==> src/rtl/sum_seq_ctrl_if.sv <==
// rtl/sum_seq_ctrl_if.sv - operand/sum handshake bundle for the serial adder sequencer
interface sum_seq_ctrl_if #(
    parameter int N = 16
);
    logic         in_valid;
    logic         in_ready;
    logic [N-1:0] a_in;
    logic [N-1:0] b_in;
    logic         out_valid;
    logic         out_ready;
    logic [N-1:0] sum;

    modport master (
        output in_valid, a_in, b_in, out_ready,
        input  in_ready, out_valid, sum
    );

    modport slave (
        input  in_valid, a_in, b_in, out_ready,
        output in_ready, out_valid, sum
    );
endinterface

==> src/rtl/sum_seq_ctrl.sv <==
// rtl/sum_seq_ctrl.sv - sequencer feeding a W-bit slice adder LSB-first and reassembling the N-bit sum
module sum_seq_ctrl #(
    parameter int N = 16,
    parameter int W = 4
) (
    input  logic         clk,
    input  logic         rst,
    sum_seq_ctrl_if.slave bus,
    output logic [W-1:0] dp_a,
    output logic [W-1:0] dp_b,
    input  logic [W-1:0] dp_c,
    output logic         dp_rst,
    output logic         busy
);
    localparam int CC = N / W;
    localparam int CW = (CC > 1) ? $clog2(CC) : 1;
    localparam logic [CW-1:0] CNT_LAST = CW'(CC - 1);

    localparam logic [1:0] ST_IDLE = 2'd0;
    localparam logic [1:0] ST_CLR  = 2'd1;
    localparam logic [1:0] ST_RUN  = 2'd2;
    localparam logic [1:0] ST_DONE = 2'd3;

    logic [1:0]    state_q, state_d;
    logic [N-1:0]  opa_q, opa_d;
    logic [N-1:0]  opb_q, opb_d;
    logic [N-1:0]  res_q, res_d;
    logic [CW-1:0] cnt_q, cnt_d;
    logic          clr_q, clr_d;

    always_comb begin
        state_d = state_q;
        opa_d   = opa_q;
        opb_d   = opb_q;
        res_d   = res_q;
        cnt_d   = cnt_q;
        clr_d   = clr_q;
        case (state_q)
            ST_IDLE: begin
                if (bus.in_valid) begin
                    opa_d   = bus.a_in;
                    opb_d   = bus.b_in;
                    clr_d   = 1'b1;
                    state_d = ST_CLR;
                end
            end
            ST_CLR: begin
                clr_d   = 1'b0;
                cnt_d   = '0;
                state_d = ST_RUN;
            end
            ST_RUN: begin
                // Result fills from the top so the first slice lands at bit 0 after CC shifts.
                res_d = {dp_c, res_q[N-1:W]};
                opa_d = opa_q >> W;
                opb_d = opb_q >> W;
                if (cnt_q == CNT_LAST) begin
                    state_d = ST_DONE;
                end else begin
                    cnt_d = cnt_q + CW'(1);
                end
            end
            ST_DONE: begin
                if (bus.out_ready) begin
                    state_d = ST_IDLE;
                end
            end
            default: state_d = ST_IDLE;
        endcase
    end

    always_ff @(posedge clk or posedge rst) begin
        if (rst) begin
            state_q <= ST_IDLE;
            opa_q   <= '0;
            opb_q   <= '0;
            res_q   <= '0;
            cnt_q   <= '0;
            clr_q   <= 1'b0;
        end else begin
            state_q <= state_d;
            opa_q   <= opa_d;
            opb_q   <= opb_d;
            res_q   <= res_d;
            cnt_q   <= cnt_d;
            clr_q   <= clr_d;
        end
    end

    // Only registered terms reach dp_rst, keeping the datapath reset glitch-free.
    assign dp_rst        = rst | clr_q;
    assign dp_a          = (state_q == ST_RUN) ? opa_q[W-1:0] : '0;
    assign dp_b          = (state_q == ST_RUN) ? opb_q[W-1:0] : '0;
    assign bus.in_ready  = (state_q == ST_IDLE);
    assign bus.out_valid = (state_q == ST_DONE);
    assign bus.sum       = res_q;
    assign busy          = (state_q != ST_IDLE);
endmodule

==> src/flat_wrapper.sv <==
// flat-port wrapper written by rule: the top's interface ports become plain ports
module sum_seq_ctrl_flat 
#(
    parameter int N = 16,
    parameter int W = 4
)
  (clk, rst, dp_a, dp_b, dp_c, dp_rst, busy, bus_in_valid, bus_a_in, bus_b_in, bus_out_ready, bus_in_ready, bus_out_valid, bus_sum);
  sum_seq_ctrl_if #(.N(N)) bus_i ();
  input  logic clk;
  input  logic rst;
  output logic [W-1:0] dp_a;
  output logic [W-1:0] dp_b;
  input  logic [W-1:0] dp_c;
  output logic dp_rst;
  output logic busy;
  input wire logic [$bits(bus_i.in_valid)-1:0] bus_in_valid;
  input wire logic [$bits(bus_i.a_in)-1:0] bus_a_in;
  input wire logic [$bits(bus_i.b_in)-1:0] bus_b_in;
  input wire logic [$bits(bus_i.out_ready)-1:0] bus_out_ready;
  output wire logic [$bits(bus_i.in_ready)-1:0] bus_in_ready;
  output wire logic [$bits(bus_i.out_valid)-1:0] bus_out_valid;
  output wire logic [$bits(bus_i.sum)-1:0] bus_sum;
  assign bus_i.in_valid = bus_in_valid;
  assign bus_i.a_in = bus_a_in;
  assign bus_i.b_in = bus_b_in;
  assign bus_i.out_ready = bus_out_ready;
  assign bus_in_ready = bus_i.in_ready;
  assign bus_out_valid = bus_i.out_valid;
  assign bus_sum = bus_i.sum;
  sum_seq_ctrl #(.N(N), .W(W)) u_core (.clk(clk), .rst(rst), .bus(bus_i), .dp_a(dp_a), .dp_b(dp_b), .dp_c(dp_c), .dp_rst(dp_rst), .busy(busy));
endmodule
==> config.mk <==
export PLATFORM = sky130hd
export DESIGN_NAME = sum_seq_ctrl_flat
export DESIGN_NICKNAME = d
export VERILOG_FILES = /design/src/rtl/sum_seq_ctrl_if.sv /design/src/rtl/sum_seq_ctrl.sv /design/src/flat_wrapper.sv
export SDC_FILE = /design/constraint.sdc
export NUM_CORES = 1
export LEC_CHECK = 0
export BUFFER_PORTS_ARGS = -buffer_cell sky130_fd_sc_hd__buf_4
export CORE_MARGIN = 4
export CORE_UTILIZATION = 52
export DETAILED_ROUTE_END_ITERATION = 12
export PLACE_DENSITY = 0.78
export RECOVER_POWER = 50
export SKIP_LAST_GASP = 1
export SLEW_MARGIN = 20
export SYNTH_ARGS = -nofsm -noshare
export SYNTH_HDL_FRONTEND = slang
export SYNTH_SLANG_ARGS = --single-unit
==> constraint.sdc <==
create_clock -name clk -period 1.8 [get_ports clk]
set_input_delay 0.27 -clock clk [delete_from_list [all_inputs] [get_ports clk]]
set_output_delay 0.27 -clock clk [all_outputs]
set_load 0.05 [all_outputs]
==> results.py, run 1 <==
metrics = {
    "detailed_routing": {
        "dr.pass1.iters": 4,
        "drc_errors": 0,
        "routedWlPerCell_um": 14.44,
        "viasPerCell": 5.088,
        "wl_um": 4937,
        "ant_nets": 0,
        "vias": 1740,
        "drt_iter0_markers": 135,
    },
    "hold_path": {
        "min_path_cells": 2,
        "hp-class": "in2reg",
        "min_to": "u_core.bus.sum[13]",
        "min-delay-start": "dp_c[1]",
    },
    "critical_path": {
        "critPathKind": "reg2out",
        "required_ps": 1530,
        "end_kind": "output pin",
        "reg2reg_depth": 6,
        "slowest_stage": "dfrtp_1",
        "r2r-end": "u_core.state_q[1]",
        "crit_path_max_incr_delay_ps": 420,
        "r2r_start": "u_core.state_q[1]",
        "cp_max_fo": 21,
        "worstPathCellList": "inv_2 -> ha_4 -> buf_12 -> and2_2 -> buf_6",
        "cp-start-kind": "flip-flop",
        "arrival_ps": 1500,
        "r2r_setup_slack_ps": 140,
    },
    "global_routing": {
        "first_global_vias": 1714,
        "antenna_found_initial": 0,
        "grt_overflow": 0,
        "grt_max_degree": 54,
        "grt_usage_pct": 17.79,
        "grt_pass1_wl_um": 8452,
    },
    "timing": {
        "max_slew_margin_pct": 14.10,
        "period_share_pct": 98.40,
        "setup_viol": 0,
        "min_period_ps": 1771,
        "slew_violations": 0,
        "hold_violations": 0,
        "fin_skew_ps": 7.727,
        "grt_setup_unrepaired": "yes",
        "timing.fmax_mhz": 564.6,
        "tns_ps": 0,
        "tightest_slew_ps": 1288,
        "setup_ws_ps": 28.82,
    },
    "power_and_ir_drop": {
        "peakVddDrop_mv": 1.551,
        "intPower_uw": 3843,
        "seqPwrFrac_pct": 31.0,
        "p_comb_share_pct": 59.1,
        "power_uw": 6883,
        "pwr-share-clk_pct": 9.9,
        "powerDensity_mw_per_mm2": 2121,
        "p_sw_uw": 3040,
        "power.leakage_uw": 0.001554,
        "switching_share_pct": 44.17,
    },
    "synthesis": {
        "ys_top_cells_by_area": "dfrtp_1 54%, mux2i_1 10%, mux2_2 7.8%, o21ai_1 4.9%, nand2_1 4.9%",
        "synth-simple-area-share_pct": 10.57,
        "ys_ff_latch": 53,
        "syn_area_mm2": 0.002462,
        "synth_compound_area_share_pct": 9.350,
        "yosysSeqAreaShare_pct": 53.86,
        "yosysTopAreaCell": "dfrtp_1",
        "syn_inst": 215,
        "synth_area_per_cell_um2": 11.45,
        "synth_xor_xnor_area_share_pct": 0.3557,
        "synth.area.mux_share_pct": 19.46,
        "yosys_warnings": 0,
        "synth_top_family_by_area": "multiplexers",
        "synth_fa_ha_area_share_pct": 2.541,
        "yosysTopAreaCellShare_pct": 53.86,
        "synth_nets": 260,
        "synthDistinctLibCells": 26,
    },
    "place": {
        "routabilityCongestion": 0.7411,
        "port-buffer-count": 67,
        "dpl.hpwl_um": 3527,
        "dp_slack_ps": 141.9,
        "dp_cells": 330,
    },
    "layout": {
        "final_cell_mix": "71 x buf_4, 53 x dfrtp_1, 31 x nand2_1",
        "syn2layout_area_growth_pct": 31.76,
        "num-nets-final": 335,
        "antennaDiodeCount": 0,
        "n_fill_cell": 325,
        "layout-drive-gt1-share_pct": 44.83,
        "final_common_cell": "buf_4",
        "final_util_pct": 72.51,
        "fin_cells": 342,
    },
    "outcome": {
        "outcome": "completed",
    },
    "die": {
        "io_pins": 68,
        "std_cell_rows": 24,
        "initial_core_util_pct": 55.03,
        "core_area_mm2": 0.004474,
        "die_area_mm2": 0.005901,
        "die_w_um": 76.82,
        "die_h_um": 76.82,
    },
    "run": {
        "cap_violations": 0,
    },
    "clock_tree": {
        "cts_tree": "yes",
        "clk_pin_slew_ps": 90,
        "clk_path_buf_depth": 2,
        "cts-buffers-inserted": 5,
        "clock_latency_ps": 310,
        "cts_root_buf": "clkbuf_8",
        "cts_sinks": 53,
        "cts_max_level": 2,
    },
}
## sequential cells by signal, indices dropped and copies added (netlist names)
register,cells
u_core.clr_q,1
u_core.opb_q,16
u_core.cnt_q,2
u_core.opa_q,16
u_core.bus.sum,16
u_core.state_q,2
## synth_stat cells
| library cell | instances |
|---|---|
| nor2_1 | 2 |
| mux2i_1 | 25 |
| and2_1 | 8 |
| buf_6 | 1 |
| xnor2_1 | 1 |
| o21ai_1 | 24 |
| a21oi_1 | 5 |
| mux2i_4 | 1 |
| and2b_4 | 1 |
| inv_1 | 5 |
| o32a_2 | 1 |
| o21ai_0 | 6 |
| nand2b_1 | 1 |
| ha_1 | 5 |
| dfrtp_1 | 53 |
| and3_2 | 5 |
| nor2b_1 | 2 |
| mux2_4 | 1 |
| clkbuf_1 | 2 |
| a22o_1 | 4 |
| buf_4 | 1 |
| nand2_1 | 32 |
| nor3_4 | 1 |
| o2bb2ai_1 | 1 |
| mux2_2 | 17 |
| buf_2 | 10 |
## worst max-delay path: cells and delay by family (launching register included)
| kind | cells | cell delay, ps |
|---|---|---|
| buffers and inverters | 3 | 440 |
| flip-flops | 1 | 420 |
| adder cells (fa/ha/maj) | 1 | 190 |
| AND/OR/NAND/NOR | 1 | 160 |
## through the flow
step	area, µm²	hold WS (ps)
5_1_grt	3244	172.2
4_1_cts	3216	190.1
3_5_place_dp	3075	467.3
3_3_place_gp	3075	458.8
6_report	3244	193.8
2_1_floorplan	2481	339.5
## cell families (layout without fill, tap and decap cells)
logic type,Yosys count,after routing
flops,53,53
simple gates,52,52
mux,44,44
compound gates,41,41
buf+inv,19,94
fa+ha+maj,5,5
xor+xnor,1,1
## power by group through the flow
| stage | clock network [µW] | logic (µW) | registers, µW |
|---|---|---|---|
| floorplan | 0 | 2270 | 2720 |
| global placement | 0 | 3820 | 2130 |
| detailed placement | 0 | 3890 | 2160 |
| CTS | 694 | 4020 | 2130 |
| global route | 754 | 4410 | 2200 |
| finish | 681 | 4070 | 2130 |
## area by class of cell
cell class,instances,area (µm²),area share [%]
sequential,53,1326,40.88
multi-input combinational,143,1079,33.24
timing repair buffer,82,664.4,20.48
clock buffer,6,82.58,2.545
tap,52,65.06,2.005
inverter,5,20.02,0.6170
clock inverter,1,7.507,0.2314
## worst max path at each step
stage | from | to | slack [ps] | cells past startpoint
finish | u_core.state_q[0] | dp_a[1] | 30 | 5
global route | u_core.state_q[0] | dp_a[0] | -20 | 5
CTS | u_core.state_q[0] | dp_a[0] | -6 | 5
detailed placement | u_core.state_q[0] | dp_a[0] | 140 | 5
global placement | u_core.state_q[0] | dp_a[0] | 160 | 5
floorplan | rst | dp_rst | 0.009 | 2
## routing by layer
metal  up-vias  wire (µm)  GRT usage, %
li1        894          -             -
met4         0         57         4.891
met3         6        202         4.450
met1       804       2329         25.11
met5         -          0             0
met2        36       2348         27.26
## repair_timing
item	in CTS	in global routing
hold endpoints to repair	0	0
setup endpoints to repair	9	9
resized for setup	6	7
hold buffers	0	0
buffers inserted	3	2
(Power assumes the default switching activity.)
==> run 2: changes to the inputs <==
- SETUP_SLACK_MARGIN: not set -> 0.4
==> run 2 against run 1 <==
Power rose by 21%. Cell count increased by 7.0%. Sequential share of layout area shrank 4.8 points. Combinational power is 30% higher. Wire length up 29%. Maximum frequency grew 3.8%. Critical path type is now reg2reg. Critical endpoint is now u_core.opb_q[0]. Largest power group unchanged. Highest routed layer unchanged.
==> results.py, run 2 (same netlist as run 1, synthesis figures left out) <==
metrics = {
    "global_routing": {
        "met3_usage_pct": 6.557,
        "first_global_vias": 2026,
        "grt_usage_pct": 21.25,
        "grt_max_degree": 33,
        "grt_pass1_wl_um": 9818,
        "grt_overflow": 0,
        "antenna_found_initial": 0,
        "busiest_layer": "met2",
        "grt.met2_usage_pct": 37.80,
        "met1_usage_pct": 24.25,
    },
    "place": {
        "routabilityCongestion": 0.7190,
        "port-buffer-count": 67,
        "dpl_cell_area_mm2": 0.003089,
        "dp_slack_ps": 178.6,
        "dpl.hpwl_um": 3618,
    },
    "clock_tree": {
        "clock_latency_ps": 310,
        "cts_tree": "yes",
        "cts_max_level": 2,
        "cts_sinks": 53,
        "cts-buffers-inserted": 5,
        "clk_pin_slew_ps": 90,
        "clk_path_buf_depth": 2,
        "cts_root_buf": "clkbuf_8",
    },
    "timing": {
        "timing.fmax_mhz": 586.1,
        "tightest_slew_ps": 1108,
        "slew_violations": 0,
        "fin_skew_ps": 3.279,
        "setup_viol": 0,
        "hold_violations": 0,
        "max_slew_margin_pct": 26.12,
        "grt_setup_unrepaired": "yes",
        "tns_ps": 0,
        "setup_ws_ps": 93.68,
        "min_period_ps": 1706,
        "period_share_pct": 94.80,
    },
    "critical_path": {
        "end_kind": "flip-flop",
        "critPathKind": "reg2reg",
        "cp-start-kind": "flip-flop",
        "crit_top_cell": "buf_6",
        "critical_path_buf_inv_count": 5,
        "cp_max_fo": 6,
        "slowest_stage": "dfrtp_2",
        "arrival_ps": 1940,
        "crit_family": "buffers and inverters",
        "worstPathCellList": "inv_2 -> ha_4 -> buf_6 -> mux2i_4 -> buf_4 -> buf_6 -> buf_16 -> nand2_1 -> o21ai_1",
        "required_ps": 2030,
        "crit_path_max_incr_delay_ps": 460,
    },
    "layout": {
        "antennaDiodeCount": 0,
        "final_common_cell": "buf_4",
        "layout-drive-gt1-share_pct": 49.68,
        "n_fill_cell": 245,
        "final_cell_mix": "58 x buf_4, 52 x dfrtp_1, 28 x o21ai_1",
        "num-nets-final": 358,
        "design_area_mm2": 0.003684,
        "final_util_pct": 82.33,
        "syn2layout_area_growth_pct": 49.59,
    },
    "power_and_ir_drop": {
        "power_uw": 8338,
        "power.leakage_uw": 0.001719,
        "peakVddDrop_mv": 1.652,
        "powerDensity_mw_per_mm2": 2264,
    },
    "detailed_routing": {
        "drc_errors": 0,
        "viasPerCell": 5.374,
        "drt_iter0_markers": 80,
        "routedWlPerCell_um": 17.39,
        "vias": 1967,
        "dr.pass1.iters": 4,
        "wl_um": 6366,
        "ant_nets": 0,
    },
    "die": {
        "core_area_mm2": 0.004474,
        "io_pins": 68,
        "die_w_um": 76.82,
        "die_h_um": 76.82,
        "std_cell_rows": 24,
        "initial_core_util_pct": 55.03,
        "die_area_mm2": 0.005901,
    },
    "outcome": {
        "outcome": "completed",
    },
    "hold_path": {
        "hp-class": "in2reg",
    },
    "run": {
        "cap_violations": 0,
    },
}
-- run 2: cell count changes in the layout (fill, tap and decap cells not counted), moves of 4 or more --
cell,delta
clkbuf_1,+14
buf_4,-13
buf_8,+11
and2_2,-8
and2_4,+8
a21oi_1,-5
a21oi_2,+5
nand2_1,-5
o21ai_0,-5
nand2_2,+4
o21ai_1,+4
-- run 2: layout make-up --
cell class	instances	area, µm²	share of cell area, %
sequential	53	1328	36.04
multi-input combinational	143	1154	31.32
timing repair buffer	105	993.5	26.97
clock buffer	6	82.58	2.242
tap	52	65.06	1.766
clock inverter	2	37.54	1.019
inverter	5	23.77	0.6454
-- run 2: worst register-to-register path, stage by stage, from the launching register on --
cell and delay (ps):
dfrtp_2 460, inv_2 90, ha_4 170, buf_6 130, mux2i_4 270, buf_4 150
buf_6 120, buf_16 110, nand2_1 50, o21ai_1 90
-- run 2: routing by layer --
metal / vias up / wire [µm]
met5: - / 0
met4: 0 / 106
met3: 10 / 366
met2: 59 / 3345
met1: 966 / 2548
li1: 932 / -
-- run 2: worst paths after layout --
check | start | endpoint | slack, ps | cells past startpoint
max | u_core.state_q[1] | u_core.opb_q[0] | 90 | 9
min in group asynchronous | rst | u_core.opb_q[8] | 400 | 3
min reg2reg | u_core.opb_q[9] | u_core.opb_q[9] | 500 | 2
max in group asynchronous | rst | u_core.opa_q[10] | 640 | 3
max reg2reg | u_core.state_q[1] | u_core.opb_q[0] | 90 | 9
min | bus_b_in[13] | u_core.opb_q[13] | 180 | 2
-- run 2: repair_timing --
item                                    in CTS  in global routing
hold buffers                                 0                  0
cloned                                       3                  1
pin swaps                                    9                  4
resized for setup                           36                 25
setup buffers                               16                 10
endpoints found under the setup margin      58                 63
-- run 2: report_power, final --
group | internal [µW] | total (µW) | switching (µW)
sequential | 1790 | 2200 | 406
combinational | 2550 | 5300 | 2740
clock | 452 | 847 | 395
total | 4790 | 8340 | 3540
-- run 2: per-stage QoR --
stage	instances	hold WS, ps
after detailed placement	328	453.5
after floorplan	215	346.8
after CTS	355	118.9
after global routing	366	165.0
final	366	178.9
after global placement	328	452.2
==> run 3: changes to the inputs <==
- PLACE_DENSITY: 0.78 -> not set
- PLACE_DENSITY_LB_ADDON: not set -> 0.15
==> run 3 against run 2 <==
Via count increased by 1.3%. Largest cell class unchanged. Die area did not move. Global-route usage fell by 2.3 points. Maximum frequency decreased by 1.5%. Count of clock-buffer cells in the layout is the same. Setup slack got worse by 25 ps. Worst hold slack improved by 1.8 ps. Non-clock buffer count is 6 lower. Register-to-register slack got worse by 30 ps. Combinational power increased by 3%.
==> results.py, run 3 (same netlist as run 1, synthesis figures left out) <==
metrics = {
    "global_routing": {
        "busiest_layer": "met2",
        "grt_overflow": 0,
        "grt_usage_pct": 18.98,
        "grt_pass1_wl_um": 8880,
        "antenna_found_initial": 0,
        "met1_usage_pct": 21.80,
        "met3_usage_pct": 5.386,
        "first_global_vias": 1941,
        "grt.met2_usage_pct": 33.28,
        "grt_max_degree": 54,
    },
    "detailed_routing": {
        "drc_errors": 0,
        "dr.pass1.iters": 4,
        "drt_iter0_markers": 164,
        "wl_um": 6753,
        "ant_nets": 0,
        "routedWlPerCell_um": 18.76,
        "vias": 1992,
        "viasPerCell": 5.533,
    },
    "timing": {
        "slew_violations": 0,
        "tns_ps": 0,
        "whs_ps": 180.7,
        "timing.fmax_mhz": 577.6,
        "period_share_pct": 96.19,
        "tightest_slew_ps": 1291,
        "hold_violations": 0,
        "max_slew_margin_pct": 13.92,
        "setup_viol": 0,
        "min_period_ps": 1731,
        "grt_setup_unrepaired": "yes",
        "fin_skew_ps": 2.870,
    },
    "clock_tree": {
        "clk_path_buf_depth": 2,
        "cts-buffers-inserted": 5,
        "cts_max_level": 2,
        "clock_latency_ps": 310,
        "cts_tree": "yes",
        "clk_pin_slew_ps": 90,
        "cts_sinks": 53,
        "cts_hold_buffers": 0,
        "cts_root_buf": "clkbuf_8",
    },
    "place": {
        "dpl.hpwl_um": 3536,
        "port-buffer-count": 67,
        "dp_cells": 326,
        "routabilityCongestion": 0.7678,
    },
    "layout": {
        "antennaDiodeCount": 0,
        "final_common_cell": "buf_4",
        "layout-drive-gt1-share_pct": 55.19,
        "final_util_pct": 82.83,
        "fin_cells": 360,
        "syn2layout_area_growth_pct": 50.51,
        "num-nets-final": 352,
        "final_cell_mix": "54 x buf_4, 52 x dfrtp_1, 25 x mux2i_1",
    },
    "run": {
        "cap_violations": 0,
    },
    "critical_path": {
        "cp_max_fo": 7,
        "r2r_start": "u_core.state_q[1]",
        "worstSetupEndpoint": "u_core.opb_q[0]",
        "end_kind": "flip-flop",
        "required_ps": 2030,
        "arrival_ps": 1960,
        "r2r_setup_slack_ps": 70,
        "crit_path_start": "u_core.state_q[1]",
        "r2r-end": "u_core.opb_q[0]",
        "reg2reg_depth": 8,
        "cp-start-kind": "flip-flop",
        "critPathKind": "reg2reg",
    },
    "die": {
        "die_w_um": 76.82,
        "die_area_mm2": 0.005901,
        "core_area_mm2": 0.004474,
        "io_pins": 68,
        "std_cell_rows": 24,
        "initial_core_util_pct": 55.03,
        "die_h_um": 76.82,
    },
    "power_and_ir_drop": {
        "power_uw": 8392,
        "peakVddDrop_mv": 1.628,
        "power.leakage_uw": 0.001735,
        "powerDensity_mw_per_mm2": 2265,
    },
    "hold_path": {
        "hp-class": "in2reg",
    },
    "outcome": {
        "outcome": "completed",
    },
}
run 3: cell types whose count changed in the layout (fill, tap and decap cells not counted), sizes merged:
cell	change
clkinv	+1
clkinvlp	-1
inv	+1
bufinv	-1
clkbuf	+1
buf	-7
run 3: critical path: stages, from the launching register on:
cell       delay, ps
dfrtp_2          450
inv_1            130
ha_4             170
buf_6            120
mux2i_4          290
buf_12           180
clkbuf_16        170
nand2_2           50
o21ai_1           90
run 3: how the worst min path moves through the flow:
stage | slack, ps | to | startpoint | depth (start not counted)
CTS | 170 | u_core.opb_q[14] | bus_b_in[14] | 2
detailed placement | 480 | u_core.opa_q[9] | u_core.opa_q[9] | 2
global placement | 470 | u_core.opb_q[0] | u_core.opb_q[0] | 2
global route | 170 | u_core.opb_q[14] | bus_b_in[14] | 2
finish | 180 | u_core.opb_q[14] | bus_b_in[14] | 2
floorplan | 350 | u_core.bus.sum[0] | rst | 1
run 3: through the flow:
step / worst slack [ps] / instance area [µm²]
2_1_floorplan: 92.40 / 2587
3_5_place_dp: 208.5 / 3087
4_1_cts: 155.3 / 3376
6_report: 68.56 / 3706
3_3_place_gp: 233.9 / 3087
5_1_grt: 18.54 / 3706
run 3: report_power, final:
part / leakage, µW / total (µW) / internal, µW / switching (µW)
Clock: 0.0000456 / 672 / 278 / 394
Combinational: 0.00103 / 5480 / 2550 / 2930
Sequential: 0.000656 / 2240 / 1790 / 451
run 3: per-layer routing:
metal	vias up	wire length, µm
met5	-	0
met4	0	185
met3	20	314
met2	59	3767
met1	991	2485
li1	922	-
run 3: timing repair:
| item | 4_1_cts | 5_1_grt |
|---|---|---|
| setup buffers | 14 | 5 |
| resized for setup | 27 | 57 |
| endpoints found under the hold margin | 0 | 0 |
| gates cloned | 0 | 7 |
| setup endpoints to repair | 56 | 63 |
| pin swaps | 10 | 10 |
run 3: final cells by class:
class	instances	area (µm²)
well taps	52	65.06
fillers	269	768.2
flip-flops and latches	53	1328
clock inverters	2	13.76
inverters	5	23.77
multi-input cells	143	1256
clock buffers	6	72.57
repair buffers	99	947.2
